File: config.mk
export PLATFORM = sky130hd
export DESIGN_NAME = vga_row_pattern_gen
export DESIGN_NICKNAME = d
export VERILOG_FILES = /design/src/rtl/vga_pkg.sv /design/src/rtl/vga_timing.sv /design/src/rtl/vga_row_pattern_gen.sv
export SDC_FILE = /design/constraint.sdc
export NUM_CORES = 1
export LEC_CHECK = 0
export CORE_ASPECT_RATIO = 1.4
export CORE_MARGIN = 10
export CORE_UTILIZATION = 65
export CTS_CLUSTER_DIAMETER = 200
export DETAILED_ROUTE_END_ITERATION = 16
export DONT_BUFFER_PORTS = 1
export GPL_ROUTABILITY_DRIVEN = 0
export PLACE_DENSITY = 0.81
export SLEW_MARGIN = 20
export SYNTH_ARGS = -nofsm -noshare
export SYNTH_HDL_FRONTEND = slang
export SYNTH_SLANG_ARGS = --single-unit
File: constraint.sdc
create_clock -name clk -period 10 [get_ports clk]
set_clock_uncertainty 0.15 [all_clocks]
set_input_delay 1 -clock clk [delete_from_list [all_inputs] [get_ports clk]]
set_output_delay 1 -clock clk [all_outputs]
set_load 0.05 [all_outputs]
File: src/rtl/vga_pkg.sv
// rtl/vga_pkg.sv - shared mode encoding, default 640x480@60 timing and width helper
package vga_pkg;

    typedef enum logic [1:0] {
        VGA_BLACK = 2'd0,
        VGA_SOLID = 2'd1,
        VGA_ROWS  = 2'd2,
        VGA_CHECK = 2'd3
    } vga_mode_e;

    localparam int VGA_H_ACTIVE = 640;
    localparam int VGA_H_FP     = 16;
    localparam int VGA_H_SYNC   = 96;
    localparam int VGA_H_BP     = 48;
    localparam int VGA_V_ACTIVE = 480;
    localparam int VGA_V_FP     = 10;
    localparam int VGA_V_SYNC   = 2;
    localparam int VGA_V_BP     = 33;

    function automatic int vga_clog2(input int value);
        int r;
        r = 0;
        for (int i = 0; i < 31; i++) begin
            if ((1 << i) < value) r = i + 1;
        end
        return r;
    endfunction

endpackage

File: src/rtl/vga_timing.sv
// rtl/vga_timing.sv - pixel/line counters with registered sync, enable and frame-start decode
module vga_timing
    import vga_pkg::*;
#(
    parameter int H_ACTIVE = VGA_H_ACTIVE,
    parameter int H_FP     = VGA_H_FP,
    parameter int H_SYNC   = VGA_H_SYNC,
    parameter int H_BP     = VGA_H_BP,
    parameter int V_ACTIVE = VGA_V_ACTIVE,
    parameter int V_FP     = VGA_V_FP,
    parameter int V_SYNC   = VGA_V_SYNC,
    parameter int V_BP     = VGA_V_BP,
    localparam int H_TOTAL = H_ACTIVE + H_FP + H_SYNC + H_BP,
    localparam int V_TOTAL = V_ACTIVE + V_FP + V_SYNC + V_BP,
    localparam int HW      = vga_clog2(H_TOTAL),
    localparam int VW      = vga_clog2(V_TOTAL)
) (
    input  logic          clk,
    input  logic          rst_n,
    input  logic          ena,
    output logic [HW-1:0] hpos,
    output logic [VW-1:0] vpos,
    output logic          at_origin,
    output logic          visible,
    output logic          hsync,
    output logic          vsync,
    output logic          de,
    output logic          frame_start
);

    localparam logic [HW-1:0] H_LAST   = HW'(H_TOTAL - 1);
    localparam logic [VW-1:0] V_LAST   = VW'(V_TOTAL - 1);
    localparam logic [HW-1:0] H_VIS    = HW'(H_ACTIVE);
    localparam logic [VW-1:0] V_VIS    = VW'(V_ACTIVE);
    localparam logic [HW-1:0] HS_START = HW'(H_ACTIVE + H_FP);
    localparam logic [HW-1:0] HS_END   = HW'(H_ACTIVE + H_FP + H_SYNC - 1);
    localparam logic [VW-1:0] VS_START = VW'(V_ACTIVE + V_FP);
    localparam logic [VW-1:0] VS_END   = VW'(V_ACTIVE + V_FP + V_SYNC - 1);

    logic [HW-1:0] hpos_q, hpos_d;
    logic [VW-1:0] vpos_q, vpos_d;
    logic          hsync_q, hsync_d;
    logic          vsync_q, vsync_d;
    logic          de_q, de_d;
    logic          frame_start_q, frame_start_d;

    always_comb begin
        hpos_d        = hpos_q;
        vpos_d        = vpos_q;
        hsync_d       = hsync_q;
        vsync_d       = vsync_q;
        de_d          = de_q;
        frame_start_d = 1'b0;
        at_origin     = (hpos_q == '0) && (vpos_q == '0);
        visible       = (hpos_q < H_VIS) && (vpos_q < V_VIS);
        if (ena) begin
            hpos_d = (hpos_q == H_LAST) ? '0 : hpos_q + 1'b1;
            if (hpos_q == H_LAST) begin
                vpos_d = (vpos_q == V_LAST) ? '0 : vpos_q + 1'b1;
            end
            // Decoded from the pre-increment position so every output lags the counters by one clock.
            hsync_d       = !((hpos_q >= HS_START) && (hpos_q <= HS_END));
            vsync_d       = !((vpos_q >= VS_START) && (vpos_q <= VS_END));
            de_d          = visible;
            frame_start_d = at_origin;
        end
    end

    always_ff @(posedge clk or negedge rst_n) begin
        if (!rst_n) begin
            hpos_q        <= '0;
            vpos_q        <= '0;
            hsync_q       <= 1'b1;
            vsync_q       <= 1'b1;
            de_q          <= 1'b0;
            frame_start_q <= 1'b0;
        end else begin
            hpos_q        <= hpos_d;
            vpos_q        <= vpos_d;
            hsync_q       <= hsync_d;
            vsync_q       <= vsync_d;
            de_q          <= de_d;
            frame_start_q <= frame_start_d;
        end
    end

    assign hpos        = hpos_q;
    assign vpos        = vpos_q;
    assign hsync       = hsync_q;
    assign vsync       = vsync_q;
    assign de          = de_q;
    assign frame_start = frame_start_q;

endmodule

File: src/rtl/vga_row_pattern_gen.sv
// rtl/vga_row_pattern_gen.sv - frame-shadowed controls, vertical scroll and row-band pattern renderer
module vga_row_pattern_gen
    import vga_pkg::*;
#(
    parameter int H_ACTIVE  = VGA_H_ACTIVE,
    parameter int H_FP      = VGA_H_FP,
    parameter int H_SYNC    = VGA_H_SYNC,
    parameter int H_BP      = VGA_H_BP,
    parameter int V_ACTIVE  = VGA_V_ACTIVE,
    parameter int V_FP      = VGA_V_FP,
    parameter int V_SYNC    = VGA_V_SYNC,
    parameter int V_BP      = VGA_V_BP,
    parameter int ROW_SHIFT = 4,
    parameter int CW        = 2,
    localparam int H_TOTAL  = H_ACTIVE + H_FP + H_SYNC + H_BP,
    localparam int V_TOTAL  = V_ACTIVE + V_FP + V_SYNC + V_BP,
    localparam int HW       = vga_clog2(H_TOTAL),
    localparam int VW       = vga_clog2(V_TOTAL)
) (
    input  logic            clk,
    input  logic            rst_n,
    input  logic            ena,
    input  logic [1:0]      mode,
    input  logic [3*CW-1:0] base_color,
    input  logic            scroll_en,
    output logic            hsync,
    output logic            vsync,
    output logic            de,
    output logic [CW-1:0]   r,
    output logic [CW-1:0]   g,
    output logic [CW-1:0]   b,
    output logic            frame_start,
    output logic [HW-1:0]   hpos,
    output logic [VW-1:0]   vpos
);

    localparam int PW  = 3 * CW;
    localparam int VWE = VW + 1;
    localparam logic [VW-1:0]  OFF_LAST = VW'(V_TOTAL - 1);
    localparam logic [VWE-1:0] VT_EXT   = VWE'(V_TOTAL);

    logic at_origin;
    logic visible;
    logic load;

    vga_timing #(
        .H_ACTIVE (H_ACTIVE),
        .H_FP     (H_FP),
        .H_SYNC   (H_SYNC),
        .H_BP     (H_BP),
        .V_ACTIVE (V_ACTIVE),
        .V_FP     (V_FP),
        .V_SYNC   (V_SYNC),
        .V_BP     (V_BP)
    ) u_timing (
        .clk         (clk),
        .rst_n       (rst_n),
        .ena         (ena),
        .hpos        (hpos),
        .vpos        (vpos),
        .at_origin   (at_origin),
        .visible     (visible),
        .hsync       (hsync),
        .vsync       (vsync),
        .de          (de),
        .frame_start (frame_start)
    );

    vga_mode_e     mode_q, mode_d;
    logic [PW-1:0] color_q, color_d;
    logic          scroll_q, scroll_d;
    logic [VW-1:0] offset_q, offset_d;
    logic [PW-1:0] rgb_q, rgb_d;

    logic [VWE-1:0] y_sum;
    logic [VWE-1:0] y_wrap;
    logic [PW-1:0]  band;
    logic [PW-1:0]  pix;

    assign load = ena && at_origin;

    always_comb begin
        mode_d   = mode_q;
        color_d  = color_q;
        scroll_d = scroll_q;
        offset_d = offset_q;
        // The increment uses the outgoing frame's scroll flag; the newly captured one counts next frame.
        if (load) begin
            mode_d   = vga_mode_e'(mode);
            color_d  = base_color;
            scroll_d = scroll_en;
            if (scroll_q) begin
                offset_d = (offset_q == OFF_LAST) ? '0 : offset_q + 1'b1;
            end
        end
    end

    // Render with the *_d values so the frame's first pixel already sees the freshly loaded shadows.
    always_comb begin
        y_sum  = {1'b0, vpos} + {1'b0, offset_d};
        y_wrap = (y_sum >= VT_EXT) ? y_sum - VT_EXT : y_sum;
        band   = PW'(y_wrap >> ROW_SHIFT);
        pix    = '0;
        case (mode_d)
            VGA_BLACK: pix = '0;
            VGA_SOLID: pix = color_d;
            VGA_ROWS:  pix = color_d + band;
            VGA_CHECK: pix = color_d ^ {PW{band[0] ^ hpos[ROW_SHIFT]}};
            default:   pix = '0;
        endcase
        rgb_d = rgb_q;
        if (ena) begin
            rgb_d = visible ? pix : '0;
        end
    end

    always_ff @(posedge clk or negedge rst_n) begin
        if (!rst_n) begin
            mode_q   <= VGA_BLACK;
            color_q  <= '0;
            scroll_q <= 1'b0;
            offset_q <= '0;
            rgb_q    <= '0;
        end else begin
            mode_q   <= mode_d;
            color_q  <= color_d;
            scroll_q <= scroll_d;
            offset_q <= offset_d;
            rgb_q    <= rgb_d;
        end
    end

    assign r = rgb_q[PW-1 -: CW];
    assign g = rgb_q[2*CW-1 -: CW];
    assign b = rgb_q[CW-1:0];

endmodule

# Yosys cells after proc, flatten, opt, wreduce, memory -nomap -nowiden
# Index checks and enable logic that the tools add are counted.
# W data, S select, Z words.
totals:
  reg_bits: 49
  inputBits: 12
  output_inout_bits: 30
  elab_cells: 54
op_classes:
  n_addsub: 6
  n_lt_le_gt_ge: 7
  n_eq_ne: 6
  muxes: 11
  n_bitwise: 2
  n_reduce_logical: 11
op_table:
  columns: ["op", "count"]
  rows:
  - ["$mux W10", 6]
  - ["$add A10 B1 Y10 const B", 3]
  - ["$eq A10 B10 Y1 const B", 3]
  - ["$pmux W6 S4", 1]
  - ["$logic_not A10 Y1", 2]
  - ["$mux W6", 2]
  - ["$add A10 B10 Y11", 1]
  - ["$ge A11 B10 Y1 const B", 1]
  - ["$ge A10 B10 Y1 const B", 1]
  - ["$ge A10 B9 Y1 const B", 1]
  - ["$le A10 B10 Y1 const B", 1]
  - ["$le A10 B9 Y1 const B", 1]
  - ["$lt A10 B10 Y1 const B", 1]
  - ["$lt A10 B9 Y1 const B", 1]
  - ["$sub A10 B10 Y10 const B", 1]
  - ["$add A6 B6 Y6", 1]
  - ["$xor A6 B6 Y6", 1]
  - ["$logic_and A1 B1 Y1", 5]
  - ["$eq A2 B2 Y1 const B", 2]
  - ["$eq A2 B1 Y1 const B", 1]
  - ["$logic_not A1 Y1", 2]
  - ["$logic_not A2 Y1", 1]
  - ["$mux W2", 1]
  - ["$reduce_and A2 Y1", 1]
  - ["other kinds (2)", 2]

# Depth between registers and ports, before layout
logic_depth:
  depth_word: 11
  mapped_depth: 30
  ltp_nobuf: 28

# Modules after synthesis
# Synthesis repeated with hierarchy kept, for this count alone.
hier_totals:
  cells_unflattened: 376
  hier_area_um2: 3483.3
modules_own_cells:
  columns: ["module", "n_inst", "cells_each", "area_per_inst_um2", "seq_area_each_um2"]
  rows:
  - ["vga_row_pattern_gen", 1, 239, 2179.6, 625.6]
  - ["vga_timing", 1, 137, 1303.8, 603.1]

# Least setup slack after synthesis
# Ideal clock, no wire load.
synth_path:
  path_kind: "input to register"
  start: "in ena"
  end: "reg rgb_q[5]"
  setup_ps: 67
  arrival_ps: 6452
  t_required_ps: 9783
  setup_slack_ps: 3331
  path_stages: 28
  n_path_buf: 3
  cell_sequence: "clkbuf_1 -> nand3_1 -> nor3_1 -> buf_2 -> nand2_1 -> clkbuf_1 -> or3_1 -> nand2_1 -> ha_1 -> inv_1 -> fa_1 -> nand3b_2 -> a21o_1 -> a211oi_2 -> o2111ai_2 -> o21ai_0 -> a21boi_0 -> and2_1 -> or2_2 -> ha_1 -> a21o_1 -> a21o_1 -> a21o_1 -> a21oi_1 -> xnor2_1 -> or3_1 -> a21oi_1 -> a221o_1"
synth_between:
  elab_chain_len: 9
  elab_cells_between_ends: 17
  classes_between: "add/sub: 3; order compare: 1; eq/ne: 3; mux: 6; bitwise: 2; reduce/logical: 2"
synth_rtl:
  columns: ["element", "line", "text"]
  rows:
  - ["start, declared", "vga_row_pattern_gen.sv:22", "input logic ena,"]
  - ["$logic_and A1 B1 Y1 *", "vga_row_pattern_gen.sv:80", "assign load = ena && at_origin;"]
  - ["$mux W10 *", "vga_row_pattern_gen.sv:88", "if (load) begin"]
  - ["via offset_d[0]", "vga_row_pattern_gen.sv:72", "logic [VW-1:0] offset_q, offset_d;"]
  - ["$add A10 B10 Y11 *", "vga_row_pattern_gen.sv:100", "y_sum = {1'b0, vpos} + {1'b0, offset_d};"]
  - ["$sub A10 B10 Y10 / $ge A11 B10 Y1 (equally long branches)", "vga_row_pattern_gen.sv:101", "y_wrap = (y_sum >= VT_EXT) ? y_sum - VT_EXT : y_sum;"]
  - ["$mux W10 *", "vga_row_pattern_gen.sv:101", null]
  - ["branches (longest 2 deep; another with $add A6 B6 Y6)", null, null]
  - ["$pmux W6 S4 *", "vga_row_pattern_gen.sv:104", "case (mode_d)"]
  - ["$mux W6 *", "vga_row_pattern_gen.sv:113", "rgb_d = visible ? pix : '0;"]
  - ["end signal, assigned", "vga_row_pattern_gen.sv:129", "rgb_q <= rgb_d;"]
  - ["end, declared", "vga_row_pattern_gen.sv:73", "logic [PW-1:0] rgb_q, rgb_d;"]
# Mark *: on every way through the listed nets, which the timed path passes.
# A chain may end at the register's enable or synchronous reset.

# Worst setup path in the final report
layout_path:
  start: "reg u_timing.hpos_q[0], in the netlist u_timing.hpos[0]"
  end: "reg rgb_q[5]"
layout_between:
  elab_chain_len: 11
  elab_cells_between_ends: 21
  classes_between: "add/sub: 3; order compare: 2; eq/ne: 3; mux: 6; bitwise: 2; reduce/logical: 5"
layout_rtl:
  columns: ["element", "line", "text"]
  rows:
  - ["start, declared", "vga_timing.sv:40", "logic [HW-1:0] hpos_q, hpos_d;"]
  - ["start signal, assigned", "vga_timing.sv:78", "hpos_q <= hpos_d;"]
  - ["$logic_not A10 Y1 *", "vga_timing.sv:54", "at_origin = (hpos_q == '0) && (vpos_q == '0);"]
  - ["$logic_and A1 B1 Y1 *", "vga_timing.sv:54", null]
  - ["$logic_and A1 B1 Y1 *", "vga_row_pattern_gen.sv:80", null]
  - ["$mux W10 *", "vga_row_pattern_gen.sv:88", null]
  - ["via offset_d[0]", "vga_row_pattern_gen.sv:72", null]
  - ["$add A10 B10 Y11 *", "vga_row_pattern_gen.sv:100", null]
  - ["$sub A10 B10 Y10 / $ge A11 B10 Y1 (equally long branches)", "vga_row_pattern_gen.sv:101", null]
  - ["$mux W10 *", "vga_row_pattern_gen.sv:101", null]
  - ["branches (longest 2 deep; another with $add A6 B6 Y6)", null, null]
  - ["$pmux W6 S4 *", "vga_row_pattern_gen.sv:104", null]
  - ["$mux W6 *", "vga_row_pattern_gen.sv:113", null]
# Marks and branches as above.

==> results.sh <==
export IMPL_setup_worst_path_start_class="flop"
export IMPL_root_buffer="clkbuf_8"
export IMPL_portBuffers=0
export IMPL_post_cts_buffers=0
export IMPL_antenna_found_initial=0
export IMPL_viasPerCell=6.23
export IMPL_synth_avg_cell_area_um2=9.14
export IMPL_drt_first_pass_iters=4
export IMPL_ys_ff_latch=49
export IMPL_die_area_um2=8510
export IMPL_final_max_slew_violation_count=0
export IMPL_slowest_stage="dfrtp_1"
export IMPL_cts_tree="yes"
export IMPL_die_h_um=105
export IMPL_grt_pass1_vias=2768
export IMPL_fmax_mhz=146
export IMPL_hold_slack_ns=0.227
export IMPL_die_w_um=80.9
export IMPL_power_w=0.000442
export IMPL_period_minus_slack_ns=6.87
export IMPL_finalSetupViolCount=0
export IMPL_cpPeakStageDelay_ns=0.62
export IMPL_timing_worst_setup_path_type="reg2reg"
export IMPL_p_leak_nw=1.62
export IMPL_period_share_pct=68.7
export IMPL_cts_made_buffers=5
export IMPL_power_density_nw_per_um2=126
export IMPL_clk_pin_slew_worst_paths_ns=0.09
export IMPL_ios=42
export IMPL_syn_nets=405
export IMPL_synth_main_ff_cell="dfrtp_1"
export IMPL_timing_rr_start="u_timing.hpos[0]$_DFFE_PN0P_"
export IMPL_worstReg2RegEnd="rgb_q[5]$_DFFE_PN0P_"
export IMPL_dp_hpwl_mm=5.89
export IMPL_hp_class="in2async"
export IMPL_dpl_cell_count=426
export IMPL_drv_cap=0
export IMPL_crit_end="rgb_q[5]$_DFFE_PN0P_"
export IMPL_final_nets=403
export IMPL_synth_mux_area_share_pct=3.23
export IMPL_drc_errors=0
export IMPL_ir_drop_v=0.000201
export IMPL_yosys_area_share_xor_xnor_pct=7.27
export IMPL_areaGrowthSynthToFinish_pct=4.19
export IMPL_drive_above_1_share_pct=9.24
export IMPL_groute_usage_overall_pct=19.3
export IMPL_synth_distinct_cells=63
export IMPL_synth_async_reset_ratio_pct=100
export IMPL_crit_top_cell="a21o_1"
export IMPL_slew_headroom_pct=48.1
export IMPL_crit_buf_inv=3
export IMPL_rows=31
export IMPL_routedWlPerCell_um=17.9
export IMPL_reg2reg_depth=29
export IMPL_arrival_ns=6.96
export IMPL_critPathRequiredTime_ns=10.10
export IMPL_synth_area_leaders="dfrtp_1 35%, ha_1 8.2%, xnor2_1 4.4%"
export IMPL_synth_area_leader_cell="dfrtp_1"
export IMPL_synth_compound_area_share_pct=16.6
export IMPL_ctsResizeCount=0
export IMPL_drtIter0Drc=171
export IMPL_syn_area_um2=3370
export IMPL_cp_top_family="simple AND/OR/NAND/NOR gates"
export IMPL_start_util_pct=65.9
export IMPL_outcome="finished clean"
export IMPL_netlist_instances=369
export IMPL_drtAntennaViolNets=0
export IMPL_totalWireLength_mm=7.79
export IMPL_path_max_fanout=13
export IMPL_clkLatencyLatePin_ns=0.31
export IMPL_synth_edf_count=0
export IMPL_clkSinkCount=49
export IMPL_tightest_slew_ns=0.778
export IMPL_synthAdderAreaFrac_pct=9.34
export IMPL_crit_start="u_timing.hpos[0]$_DFFE_PN0P_"
export IMPL_synthSimpleGateAreaFrac_pct=22.8
export IMPL_finalNonFillerCells=435
export IMPL_ctsHoldBuffers=0
export IMPL_finalSetupTns_ns=0
export IMPL_rsz0062_at_grt="no"
export IMPL_path_depth=29
export IMPL_grt_pass1_wl_mm=13.4
export IMPL_ys_warn_count=0
export IMPL_dr_total_vias=2711
export IMPL_cts_htree_levels=2
export IMPL_synthTopCellsByCount="47 x dfrtp_1, 29 x nand2_1, 24 x inv_1"
export IMPL_clockBufferDepth=2
export IMPL_synth_most_common_cell="dfrtp_1"
export IMPL_grt_max_degree=50
export IMPL_endpoint_kind="flop"
export IMPL_synth_top_area_share_pct=34.9
export IMPL_synth_top_family_by_area="simple AND/OR/NAND/NOR gates"
export IMPL_ys_seq_area_share_pct=36.4
export IMPL_core_region_area_um2=5120
export IMPL_gr_total_overflow=0
export IMPL_worst_r2r_setup_slack_ns=3.13
export IMPL_hold_viol_final=0
[metal layers]
| layer | wire [um] | vias up | global-route usage, % |
|---|---|---|---|
| met5 | 0 | - | 0 |
| met4 | 131 | 0 | 7.20 |
| met3 | 520 | 11 | 5.70 |
| met2 | 3980 | 68 | 32.9 |
| met1 | 3160 | 1318 | 21.9 |
| li1 | - | 1314 | - |
[cells in the final DEF (no fill, tap or decap), types with 7 or more instances in the layout]
master   netlist  routed
nor2b_1        7       7
nand3_1       17      17
nor3_1        11      10
inv_1         24      24
o21ai_0       23      23
mux2_2         7       7
ha_1          22      22
a21oi_1       21      21
xor2_1        11      11
nor2_1        22      22
dfrtp_1       47      47
xnor2_1       17      17
nand2_1       29      29
[how the worst min path moves through the flow]
stage                                   end  slack, ns  cells after the start
2_1_floorplan           mode_q[0]$_DFF_PN0_       0.33                      1
3_3_place_gp            mode_q[0]$_DFF_PN0_       0.34                      1
3_5_place_dp            mode_q[0]$_DFF_PN0_       0.35                      1
4_1_cts        u_timing.vpos[8]$_DFFE_PN0P_       0.22                      0
5_1_grt        u_timing.vpos[5]$_DFFE_PN0P_       0.21                      0
6_report              offset_q[4]$_DFF_PN0_       0.23                      0
[cell type report]
cell class                      instances  area (um2)
Timing Repair Buffer                    3        22.5
Sequential cell                        49        1230
Clock inverter                          1        8.76
Fill cell                             444        1600
Inverter                               24        90.1
Tap cell                               66        82.6
Multi-Input combinational cell        284        2000
Antenna cell                            1        2.50
Clock buffer                            7        76.3
[flip-flops by register name (all words and copies together), names as in the netlist]
register / cells
offset_q: 10
u_timing.hpos: 10
u_timing.vpos: 10
color_q: 6
rgb_q: 6
mode_q: 2
scroll_q: 1
u_timing.de: 1
u_timing.frame_start: 1
u_timing.hsync: 1
u_timing.vsync: 1
[cell families after synthesis]
group                      after synthesis
buffers and inverters                   36
and+or+nand+nor                        138
DFF                                     49
xor gates and xnor gates                28
AOI/OAI and AO/OA                       84
muxes                                   10
adders and majority gates               24
[where the power goes]
group	switching, W	total [W]	internal, W
registers	0.0000745	0.000285	0.000210
logic	0.0000219	0.0000417	0.0000199
clock network	0.0000656	0.000116	0.0000501
[through the flow]
stage	util, %	instance area (um2)	setup slack (ns)
2_1_floorplan	-	3370	3.33
3_3_place_gp	67.0	3430	3.53
3_5_place_dp	67.0	3430	3.20
4_1_cts	68.6	3510	3.16
5_1_grt	68.6	3510	2.60
6_report	68.7	3520	3.13
No activity file was read; power rests on OpenSTA's default activity.
